## src/rtl/weight_pad_streamer_pkg.sv

```systemverilog
// weight_pad_streamer_pkg: shared widths, FSM encoding and helpers for the kernel pad streamer
package weight_pad_streamer_pkg;
    localparam int W_BITS = 8;
    localparam int WORD_BITS = 32;
    localparam int LANES = 4;
    typedef enum logic [2:0] {IDLE, REQ, CAP, STREAM, DONE} state_t;
    function automatic int clog2(input int v);
        int r = 0;
        for (int i = 0; i < 31; i++) if ((1 << i) < v) r = i + 1;
        return r;
    endfunction
    function automatic logic [W_BITS-1:0] lane_sel(input logic [WORD_BITS-1:0] w, input logic [1:0] l);
        return w[l*W_BITS +: W_BITS];
    endfunction
endpackage

```

## src/rtl/weight_pad_streamer_if.sv

```systemverilog
// weight_pad_streamer_if: weight SRAM read port plus padded-sample stream toward the FFT
interface weight_pad_streamer_if #(
    parameter int ADDR_W = 16,
    parameter int RC_W = 3
);
    import weight_pad_streamer_pkg::*;
    logic sram_wen;
    logic [ADDR_W-1:0] sram_addr;
    logic [WORD_BITS-1:0] sram_q;
    logic w_valid;
    logic w_ready;
    logic signed [W_BITS-1:0] w_data;
    logic [RC_W-1:0] w_row;
    logic [RC_W-1:0] w_col;
    logic w_last;
    modport master(
        output sram_wen, sram_addr, w_valid, w_data, w_row, w_col, w_last,
        input sram_q, w_ready
    );
    modport slave(
        input sram_wen, sram_addr, w_valid, w_data, w_row, w_col, w_last,
        output sram_q, w_ready
    );
endinterface

```

## src/rtl/weight_pad_streamer_pad_scan_counter.sv

```systemverilog
// pad_scan_counter: row-major walk of the padded grid with kernel-membership lookahead
module pad_scan_counter
    import weight_pad_streamer_pkg::*;
#(
    parameter int KERNEL_H = 3,
    parameter int KERNEL_W = 3,
    parameter int FFT_N = 8,
    parameter int RC_W = clog2(FFT_N),
    parameter int K_W = 2 * RC_W + 2
) (
    input  logic clk,
    input  logic rst,
    input  logic en,
    output logic [RC_W-1:0] row,
    output logic [RC_W-1:0] col,
    output logic last,
    output logic in_kernel,
    output logic [1:0] lane,
    output logic nxt_in_kernel,
    output logic [K_W-1:0] nxt_k
);
    logic [RC_W-1:0] nxt_row, nxt_col;
    // FFT_N is a power of two, so plain increments wrap the grid for free
    assign nxt_col = col + 1'b1;
    assign nxt_row = (&col) ? row + 1'b1 : row;
    assign last = &{row, col};
    assign in_kernel = int'(row) < KERNEL_H && int'(col) < KERNEL_W;
    assign lane = 2'(int'(row) * KERNEL_W + int'(col));
    assign nxt_in_kernel = int'(nxt_row) < KERNEL_H && int'(nxt_col) < KERNEL_W;
    assign nxt_k = K_W'(int'(nxt_row) * KERNEL_W + int'(nxt_col));
    always_ff @(posedge clk) begin
        if (rst) begin
            row <= '0;
            col <= '0;
        end else if (en) begin
            row <= nxt_row;
            col <= nxt_col;
        end
    end
endmodule

```

## src/rtl/weight_pad_streamer.sv

```systemverilog
// weight_pad_streamer: fetches an int8 kernel from weight SRAM and streams it zero-padded to FFT_N x FFT_N
module weight_pad_streamer
    import weight_pad_streamer_pkg::*;
#(
    parameter int KERNEL_H = 3,
    parameter int KERNEL_W = 3,
    parameter int FFT_N = 8,
    parameter int ADDR_W = 16,
    parameter logic [ADDR_W-1:0] BASE_ADDR = '0
) (
    input  logic clk,
    input  logic rst,
    input  logic start,
    output logic busy,
    output logic done,
    weight_pad_streamer_if.master bus
);
    localparam int RC_W = clog2(FFT_N);
    localparam int K_W = 2 * RC_W + 2;
    if (KERNEL_H < 1 || KERNEL_W < 1 || KERNEL_H > FFT_N || KERNEL_W > FFT_N ||
        FFT_N < 2 || (FFT_N & (FFT_N - 1)) != 0) begin : g_bad_cfg
        $error("weight_pad_streamer: kernel must fit a power-of-two FFT_N >= 2");
    end
    state_t state;
    logic [WORD_BITS-1:0] wbuf;
    logic [K_W-3:0] buf_word;
    logic [ADDR_W-1:0] addr;
    logic valid, hs, fetch, last, in_kernel, nxt_in_kernel;
    logic signed [W_BITS-1:0] data;
    logic [1:0] lane;
    logic [K_W-1:0] nxt_k;
    pad_scan_counter #(
        .KERNEL_H(KERNEL_H), .KERNEL_W(KERNEL_W), .FFT_N(FFT_N), .RC_W(RC_W), .K_W(K_W)
    ) u_scan (
        .clk(clk), .rst(rst), .en(hs), .row(bus.w_row), .col(bus.w_col), .last(last),
        .in_kernel(in_kernel), .lane(lane), .nxt_in_kernel(nxt_in_kernel), .nxt_k(nxt_k)
    );
    assign hs = valid & bus.w_ready;
    // only a kernel element outside the buffered word costs a read; padding never does
    assign fetch = nxt_in_kernel && nxt_k[K_W-1:2] != buf_word;
    assign bus.sram_wen = 1'b0;
    assign bus.sram_addr = addr;
    assign bus.w_valid = valid;
    assign bus.w_data = data;
    assign bus.w_last = last;
    always_ff @(posedge clk) begin
        if (rst) begin
            state <= IDLE;
            busy <= 1'b0;
            done <= 1'b0;
            valid <= 1'b0;
            data <= '0;
            addr <= '0;
            wbuf <= '0;
            buf_word <= '0;
        end else begin
            done <= 1'b0;
            case (state)
                IDLE: if (start) begin
                    state <= REQ;
                    busy <= 1'b1;
                    addr <= BASE_ADDR;
                    buf_word <= '0;
                end
                REQ: state <= CAP;
                CAP: begin
                    state <= STREAM;
                    valid <= 1'b1;
                    wbuf <= bus.sram_q;
                    data <= in_kernel ? lane_sel(bus.sram_q, lane) : '0;
                end
                STREAM: if (hs) begin
                    state <= last ? DONE : fetch ? REQ : STREAM;
                    valid <= !(last || fetch);
                    done <= last;
                    data <= nxt_in_kernel ? lane_sel(wbuf, nxt_k[1:0]) : '0;
                    if (fetch && !last) begin
                        addr <= BASE_ADDR + ADDR_W'({nxt_k[K_W-1:2], 2'b00});
                        buf_word <= nxt_k[K_W-1:2];
                    end
                end
                DONE: begin
                    state <= IDLE;
                    busy <= 1'b0;
                end
                default: state <= IDLE;
            endcase
        end
    end
endmodule
```

## src/flat_wrapper.sv

```systemverilog
// flat-port wrapper written by rule: the top's interface ports become plain ports
module weight_pad_streamer_flat import weight_pad_streamer_pkg::*;
#(
    parameter int KERNEL_H = 3,
    parameter int KERNEL_W = 3,
    parameter int FFT_N = 8,
    parameter int ADDR_W = 16,
    parameter logic [ADDR_W-1:0] BASE_ADDR = '0
)
  (clk, rst, start, busy, done, bus_sram_wen, bus_sram_addr, bus_w_valid, bus_w_data, bus_w_row, bus_w_col, bus_w_last, bus_sram_q, bus_w_ready);
  weight_pad_streamer_if #(.ADDR_W(ADDR_W)) bus_i ();
  input  logic clk;
  input  logic rst;
  input  logic start;
  output logic busy;
  output logic done;
  output wire logic [$bits(bus_i.sram_wen)-1:0] bus_sram_wen;
  output wire logic [$bits(bus_i.sram_addr)-1:0] bus_sram_addr;
  output wire logic [$bits(bus_i.w_valid)-1:0] bus_w_valid;
  output wire logic [$bits(bus_i.w_data)-1:0] bus_w_data;
  output wire logic [$bits(bus_i.w_row)-1:0] bus_w_row;
  output wire logic [$bits(bus_i.w_col)-1:0] bus_w_col;
  output wire logic [$bits(bus_i.w_last)-1:0] bus_w_last;
  input wire logic [$bits(bus_i.sram_q)-1:0] bus_sram_q;
  input wire logic [$bits(bus_i.w_ready)-1:0] bus_w_ready;
  assign bus_sram_wen = bus_i.sram_wen;
  assign bus_sram_addr = bus_i.sram_addr;
  assign bus_w_valid = bus_i.w_valid;
  assign bus_w_data = bus_i.w_data;
  assign bus_w_row = bus_i.w_row;
  assign bus_w_col = bus_i.w_col;
  assign bus_w_last = bus_i.w_last;
  assign bus_i.sram_q = bus_sram_q;
  assign bus_i.w_ready = bus_w_ready;
  weight_pad_streamer #(.KERNEL_H(KERNEL_H), .KERNEL_W(KERNEL_W), .FFT_N(FFT_N), .ADDR_W(ADDR_W), .BASE_ADDR(BASE_ADDR)) u_core (.clk(clk), .rst(rst), .start(start), .busy(busy), .done(done), .bus(bus_i));
endmodule
```

## config.mk

```make
export PLATFORM = sky130hd
export DESIGN_NAME = weight_pad_streamer_flat
export DESIGN_NICKNAME = d
export VERILOG_FILES = /design/src/rtl/weight_pad_streamer_pkg.sv /design/src/rtl/weight_pad_streamer_if.sv /design/src/rtl/weight_pad_streamer_pad_scan_counter.sv /design/src/rtl/weight_pad_streamer.sv /design/src/flat_wrapper.sv
export SDC_FILE = /design/constraint.sdc
export NUM_CORES = 1
export LEC_CHECK = 0
export ABC_AREA = 1
export CAP_MARGIN = 20
export CORE_MARGIN = 4
export CORE_UTILIZATION = 46
export CTS_CLUSTER_DIAMETER = 60
export DETAILED_ROUTE_END_ITERATION = 10
export PLACE_DENSITY_LB_ADDON = 0.25
export SYNTH_ARGS = -nofsm -noshare
export SYNTH_HDL_FRONTEND = slang
export SYNTH_SLANG_ARGS = --single-unit
```

## constraint.sdc

```tcl
create_clock -name clk -period 3.8 [get_ports clk]
set_input_delay 0.57 -clock clk [delete_from_list [all_inputs] [get_ports clk]]
set_output_delay 0.57 -clock clk [all_outputs]
set_load 0.005 [all_outputs]
```

# Word-level counts from Yosys, hierarchy flattened
# Cells that the tools add are included.
dict set report totals {
  memories 0
  latch_bits 0
  mem_bits_ro 0
  reg_bits 74
  mem_bits_rw 0
}
dict set report classes {
  eq_ne 8
  multipliers 2
  mux 22
  order_cmp 4
  reduce_logical 18
  bitwise 3
  n_addsub 4
  shift 2
  n_div 0
}
# cell n
set op_table {}
lappend op_table {{$shiftx 32x6->8} 2}
lappend op_table {{$mux 16} 3}
lappend op_table {{$pmux 16 s2} 1}
lappend op_table {{$mux 8} 3}
lappend op_table {{$mux 6} 3}
lappend op_table {{$pmux 8 s2} 1}
lappend op_table {{$lt 3x2->1 const B} 4}
lappend op_table {{$mux 3} 4}
lappend op_table {{$pmux 3 s4} 1}
lappend op_table {{$pmux 6 s2} 1}
lappend op_table {{$add 3x1->3 const B} 2}
lappend op_table {{$add 5x3->6} 1}
lappend op_table {{$eq 3x2->1 const B} 2}
lappend op_table {{$ne 4x6->1} 1}
lappend op_table {{$reduce_and 2->1} 3}
lappend op_table {{$reduce_and 6->1} 1}
lappend op_table {{$reduce_bool 2->1} 3}
lappend op_table {{$mul 3x2->5 const B} 1}
lappend op_table {{$logic_and 1x1->1} 4}
lappend op_table {{$ne 2x1->1 const B} 2}
lappend op_table {{$pmux 1 s2} 2}
lappend op_table {{$reduce_and 4->1} 1}
lappend op_table {{$eq 3x1->1 const B} 1}
lappend op_table {{$eq 3x3->1 const B} 1}
lappend op_table {{12 further kinds} 15}

# Longest topological paths before layout
# Gate-level depths: netlist of run 1.
dict set report depth {
  ltp_word 10
  mapped_depth 24
}

# By module
# A second synthesis of run 1 with hierarchy kept.
dict set report unflattened {
  hier_cells 503
  area_unflattened_um2 3299.4
}
# module seq_area_each_um2 cells_each area_each_um2 n_inst
set modules_own_cells {}
lappend modules_own_cells {weight_pad_streamer 1041.0 410 2681.3 1}
lappend modules_own_cells {pad_scan_counter 120.1 93 618.1 1}

# Least setup slack after synthesis of run 1
# OpenSTA, ideal clock, no wires.
dict set report synth_timing {
  path_type {register to register}
  start {register u_core.u_scan.col[0]}
  end {register u_core.buf_word[0]}
  path_buffers 0
  required_ns 3.687
  setup_ns 0.113
  slack_ns 0.716
  t_arrival_ns 2.971
  stages_incl_launch_ff 21
  path_cell_list {dfxtp_1 ha_1 ha_1 xnor2_1 inv_1 nand2_1 nand2_1 inv_1 ha_1 ha_1 fa_1 xnor2_1 nand2_1 nor2_1 nand2_1 nand3_1 nand2_1 nand2_2 nand2_1 nand2_1 nor2_1}
}
dict set report synth_via {
  elab_chain_len 9
}
# item line_no
set synth_rtl {}
lappend synth_rtl {{start: declaration} weight_pad_streamer_pad_scan_counter.sv:15} ;# output logic [RC_W-1:0] col,
lappend synth_rtl {{start signal: assignment} weight_pad_streamer_pad_scan_counter.sv:37} ;# col <= nxt_col;
lappend synth_rtl {{$reduce_and 3->1} weight_pad_streamer_pad_scan_counter.sv:25} ;# assign nxt_row = (&col) ? row + 1'b1 : row;
lappend synth_rtl {{$mux 3} weight_pad_streamer_pad_scan_counter.sv:25}
lappend synth_rtl {{$mul 3x2->5} weight_pad_streamer_pad_scan_counter.sv:30} ;# assign nxt_k = K_W'(int'(nxt_row) * KERNEL_W + int'(nxt_col));
lappend synth_rtl {{$add 5x3->6} weight_pad_streamer_pad_scan_counter.sv:30}
lappend synth_rtl {{$ne 4x6->1} weight_pad_streamer.sv:40} ;# assign fetch = nxt_in_kernel && nxt_k[K_W-1:2] != buf_word;
lappend synth_rtl {{$logic_and 1x1->1} weight_pad_streamer.sv:40}
lappend synth_rtl {{$logic_and 1x1->1} weight_pad_streamer.sv:77} ;# if (fetch && !last) begin
lappend synth_rtl {{$ne 2x1->1 (no source line)} n/a}
lappend synth_rtl {{$reduce_and 4->1 (no source line)} n/a}
lappend synth_rtl {{end signal: assignment} weight_pad_streamer.sv:79} ;# buf_word <= nxt_k[K_W-1:2];
lappend synth_rtl {{end: declaration} weight_pad_streamer.sv:26} ;# logic [K_W-3:0] buf_word;
# Parallel ways exist; a longest one is shown, timed or not. The select of a mux whose other input is x is not followed.
# A chain may end at the register's enable or synchronous reset.

# Worst setup path after layout of run 1
dict set report layout_timing {
  start {register u_core.u_scan.col[0]}
  end {register u_core.buf_word[2]}
}
# Same word-level chain as after synthesis.

==> impl_metrics.ini, run 1 <==
[status]
outcome = finished, final reports clean

[worst_setup_path]
cp-end-kind = register
cpLargestDelayFamily = adder cells
crit_fanout = 6
reg2reg_slack_ps = 360
reg2reg_to = u_core.buf_word[2]
slowest_stage = fa_1
crit_arrival_ps = 3660
cpPeakStageDelay_ps = 480
cp_cell_sequence = ha_1 -> ha_1 -> xnor2_1 -> inv_1 -> nand2_1 -> nand2_1 -> inv_1 -> ha_1 -> ha_1 -> fa_1 -> xnor2_1 -> nand2_1 -> nor2_1 -> nand2_1 -> nand3_1 -> nand2_1 -> nand2_2 -> nand2_1 -> nand2_1 -> nor2_1
path_common_cell = nand2_1
reg2reg_depth = 20
crit_buf_inv = 2
r2r-start = u_core.u_scan.col[0]
critPathLaunch = u_core.u_scan.col[0]
critPathLaunchType = register
crit_type = reg2reg
cp.required_ps = 4020

[worst_hold_path]
hold_depth = 2
hold_start = u_core.wbuf[15]
hold_class = reg2reg
min_to = u_core.wbuf[15]

[layout]
area_growth_pct = 20.6
multi_input_area_sq_um = 1730
final_common_cell = nor2_1
drive_gt1_share_pct = 6.30
num_antenna_cells = 0
fill_cells = 634
final_cell_mix = 98 x nor2_1, 72 x nand2_1, 56 x clkdlybuf4s50_1, 55 x dfxtp_1, 53 x o21ai_0
area.sequential_sq_um = 1100
nets = 555

[sta]
period_share_pct = 90.5
fin_crit_ps = 3440
max_slew_margin_pct = 52.1
slew_viol_final = 0
fin_skew_ps = 4.38
hold_ws_ps = 468
rsz0062_at_grt = false
max_freq_ghz = 0.291
worstMarginPinSlew_ps = 717
fin_tns_setup_ps = 0
setup_violations = 0
hold_violations = 0

[clock_network]
clockBufferDepth = 2
clk_pin_slew_ps = 100
cts_tree = yes
cts_made_buffers = 5
post_cts_resized = 0
htreeDepth = 2
post_cts_buffers = 0
cts-hold-fix-buffers = 0
clockRootBuffer = clkbuf_8
insertion_delay_ps = 310
cts_sinks = 55

[global_route]
grt_max_degree = 51
grtUsageTotal_pct = 19.7
gr-total-overflow = 0
antenna_found_initial = 0
grt_pass1_vias = 2853
grt_pass1_wl_um = 13100

[run]
drv_cap = 0

[detailed_routing]
vias_per_cell = 5.35
vias = 3128
first_iter_violations = 200
ant_nets = 0
wl_per_cell_um = 14.2
dr.pass1.iters = 5
drc = 0
wl_um = 8280

[logic_synthesis]
synth_cells = 462
synth-seq-cells = 55
avgSynthCellArea_sq_um = 6.81
synth.distinct_cells = 35
yosysWarnings = 0
seq_area_frac_synth_pct = 35.0
synth.cell_area_sq_um = 3150

[floorplan]
ioPinCount = 71
start_util_pct = 48.4
die_area_sq_um = 8230
dieHeight_um = 90.7
core_area_sq_um = 6490
rows = 29
fp.dieW_um = 90.7

[placement]
place_hpwl_um = 5830
portBuffers = 56
gp_congestion = 0.868

[pwr]
powerDensity_nw_per_um2 = 520
leakagePower_nw = 1.68
peakVddDrop_uv = 308
-- worst reg2reg max path, stage by stage, from the launching register on --
cell and delay [ps]:
dfxtp_1 370, ha_1 210, ha_1 240, xnor2_1 430
inv_1 130, nand2_1 100, nand2_1 60, inv_1 60
ha_1 220, ha_1 240, fa_1 480, xnor2_1 200
nand2_1 70, nor2_1 80, nand2_1 80, nand3_1 70
nand2_1 60, nand2_2 100, nand2_1 60, nand2_1 50
nor2_1 40
-- cells in the mapped netlist --
master	number	area (sq um)
o211ai_1	1	7.51
nand3_1	34	170
nor2_1	98	368
conb_1	1	3.75
fa_1	2	40.0
xnor2_1	3	26.3
inv_6	2	17.5
nor3_4	1	16.3
inv_1	40	150
o21ai_0	53	265
nand4_1	7	43.8
nor2_2	1	6.26
clkbuf_1	13	48.8
inv_2	1	3.75
xor2_2	1	16.3
nor3_2	1	10.0
a21oi_1	16	80.1
buf_2	5	25.0
buf_4	14	105
nor4_1	2	12.5
nor2_4	4	45.0
o32ai_1	7	61.3
and3_1	1	6.26
or2_2	5	31.3
nand2_1	72	270
nand2_2	4	25.0
a21o_1	1	7.51
dfxtp_1	55	1100
ha_1	10	125
a211oi_2	1	12.5
buf_6	1	11.3
or2_0	2	12.5
a211oi_1	1	7.51
o21ai_1	1	5.00
a21oi_2	1	8.76
-- cells by family (layout without fill, tap and decap cells) --
kind of cell	after synthesis	after routing	synth area share, %
adders and majority gates	12	12	5.25
xor gates and xnor gates	4	4	1.35
DFF	55	55	35.0
buffers and inverters	76	109	11.5
AOI/OAI and AO/OA	82	82	14.5
other	1	14	0.119
and+or+nand+nor	232	232	32.3
-- sequential cells by signal, summed over array words and instances (netlist names) --
| signal | cells |
|---|---|
| u_core.buf_word | 3 |
| u_core.bus.w_data | 8 |
| u_core.bus.w_valid | 1 |
| u_core.busy | 1 |
| u_core.done | 1 |
| u_core.state | 3 |
| u_core.u_scan.col | 3 |
| u_core.u_scan.row | 3 |
| u_core.wbuf | 32 |
-- power by group --
part           total [W]  internal, W  leakage [nW]  switching (W)
Sequential      0.000752     0.000686         0.451      0.0000659
Clock           0.000410     0.000214        0.0612       0.000197
Combinational   0.000810     0.000335          1.17       0.000475
-- final cells by class --
class | instances | area share, %
Multi-Input combinational cell | 344 | 45.7
Sequential cell | 55 | 29.0
Timing Repair Buffer | 58 | 15.2
Inverter | 43 | 4.52
Tap cell | 77 | 2.54
Clock buffer | 6 | 2.18
Clock inverter | 2 | 0.923
-- metal layers --
metal,vias to the layer above,global-route usage (%),share of wire [%]
li1,1561,-,-
met1,1447,23.1,42
met2,98,35.6,51
met3,22,3.92,5.1
met4,0,6.38,2.2
met5,-,0,0
-- metrics by stage --
| stage | cells | power [W] | setup WS (ps) | instance area [sq um] | utilization [%] |
|---|---|---|---|---|---|
| 2_1_floorplan | 475 | 0.00133 | 716 | 3200 | - |
| 5_1_grt | 585 | 0.00212 | 64.5 | 3790 | 58.4 |
| 6_report | 585 | 0.00197 | 360 | 3790 | 58.4 |
| 3_5_place_dp | 577 | 0.00157 | 407 | 3680 | 56.6 |
| 4_1_cts | 585 | 0.00198 | 368 | 3790 | 58.4 |
| 3_3_place_gp | 577 | 0.00155 | 587 | 3680 | 56.6 |
-- worst max path at each step --
stage / endpoint / slack (ps) / cells past startpoint
finish: u_core.buf_word[2] / 360 / 20
CTS: u_core.buf_word[2] / 370 / 20
detailed placement: u_core.buf_word[2] / 410 / 20
global placement: u_core.buf_word[0] / 590 / 20
floorplan: u_core.buf_word[0] / 720 / 20
global route: u_core.buf_word[0] / 60 / 20
Note: power is estimated with default switching activity, not from simulation.
==> inputs of run 2 (changes only) <==
--- a/config.mk
+++ b/config.mk
@@ -6,12 +6,14 @@
 export NUM_CORES = 1
 export LEC_CHECK = 0
 export ABC_AREA = 1
+export ABC_CLOCK_PERIOD_IN_PS = 3800
 export CAP_MARGIN = 20
 export CORE_MARGIN = 4
 export CORE_UTILIZATION = 46
 export CTS_CLUSTER_DIAMETER = 60
 export DETAILED_ROUTE_END_ITERATION = 10
 export PLACE_DENSITY_LB_ADDON = 0.25
+export SKIP_CTS_REPAIR_TIMING = 1
 export SYNTH_ARGS = -nofsm -noshare
 export SYNTH_HDL_FRONTEND = slang
 export SYNTH_SLANG_ARGS = --single-unit
==> results of run 2 <==
No change in the layout: final DEF, timing and power equal those of run 1.
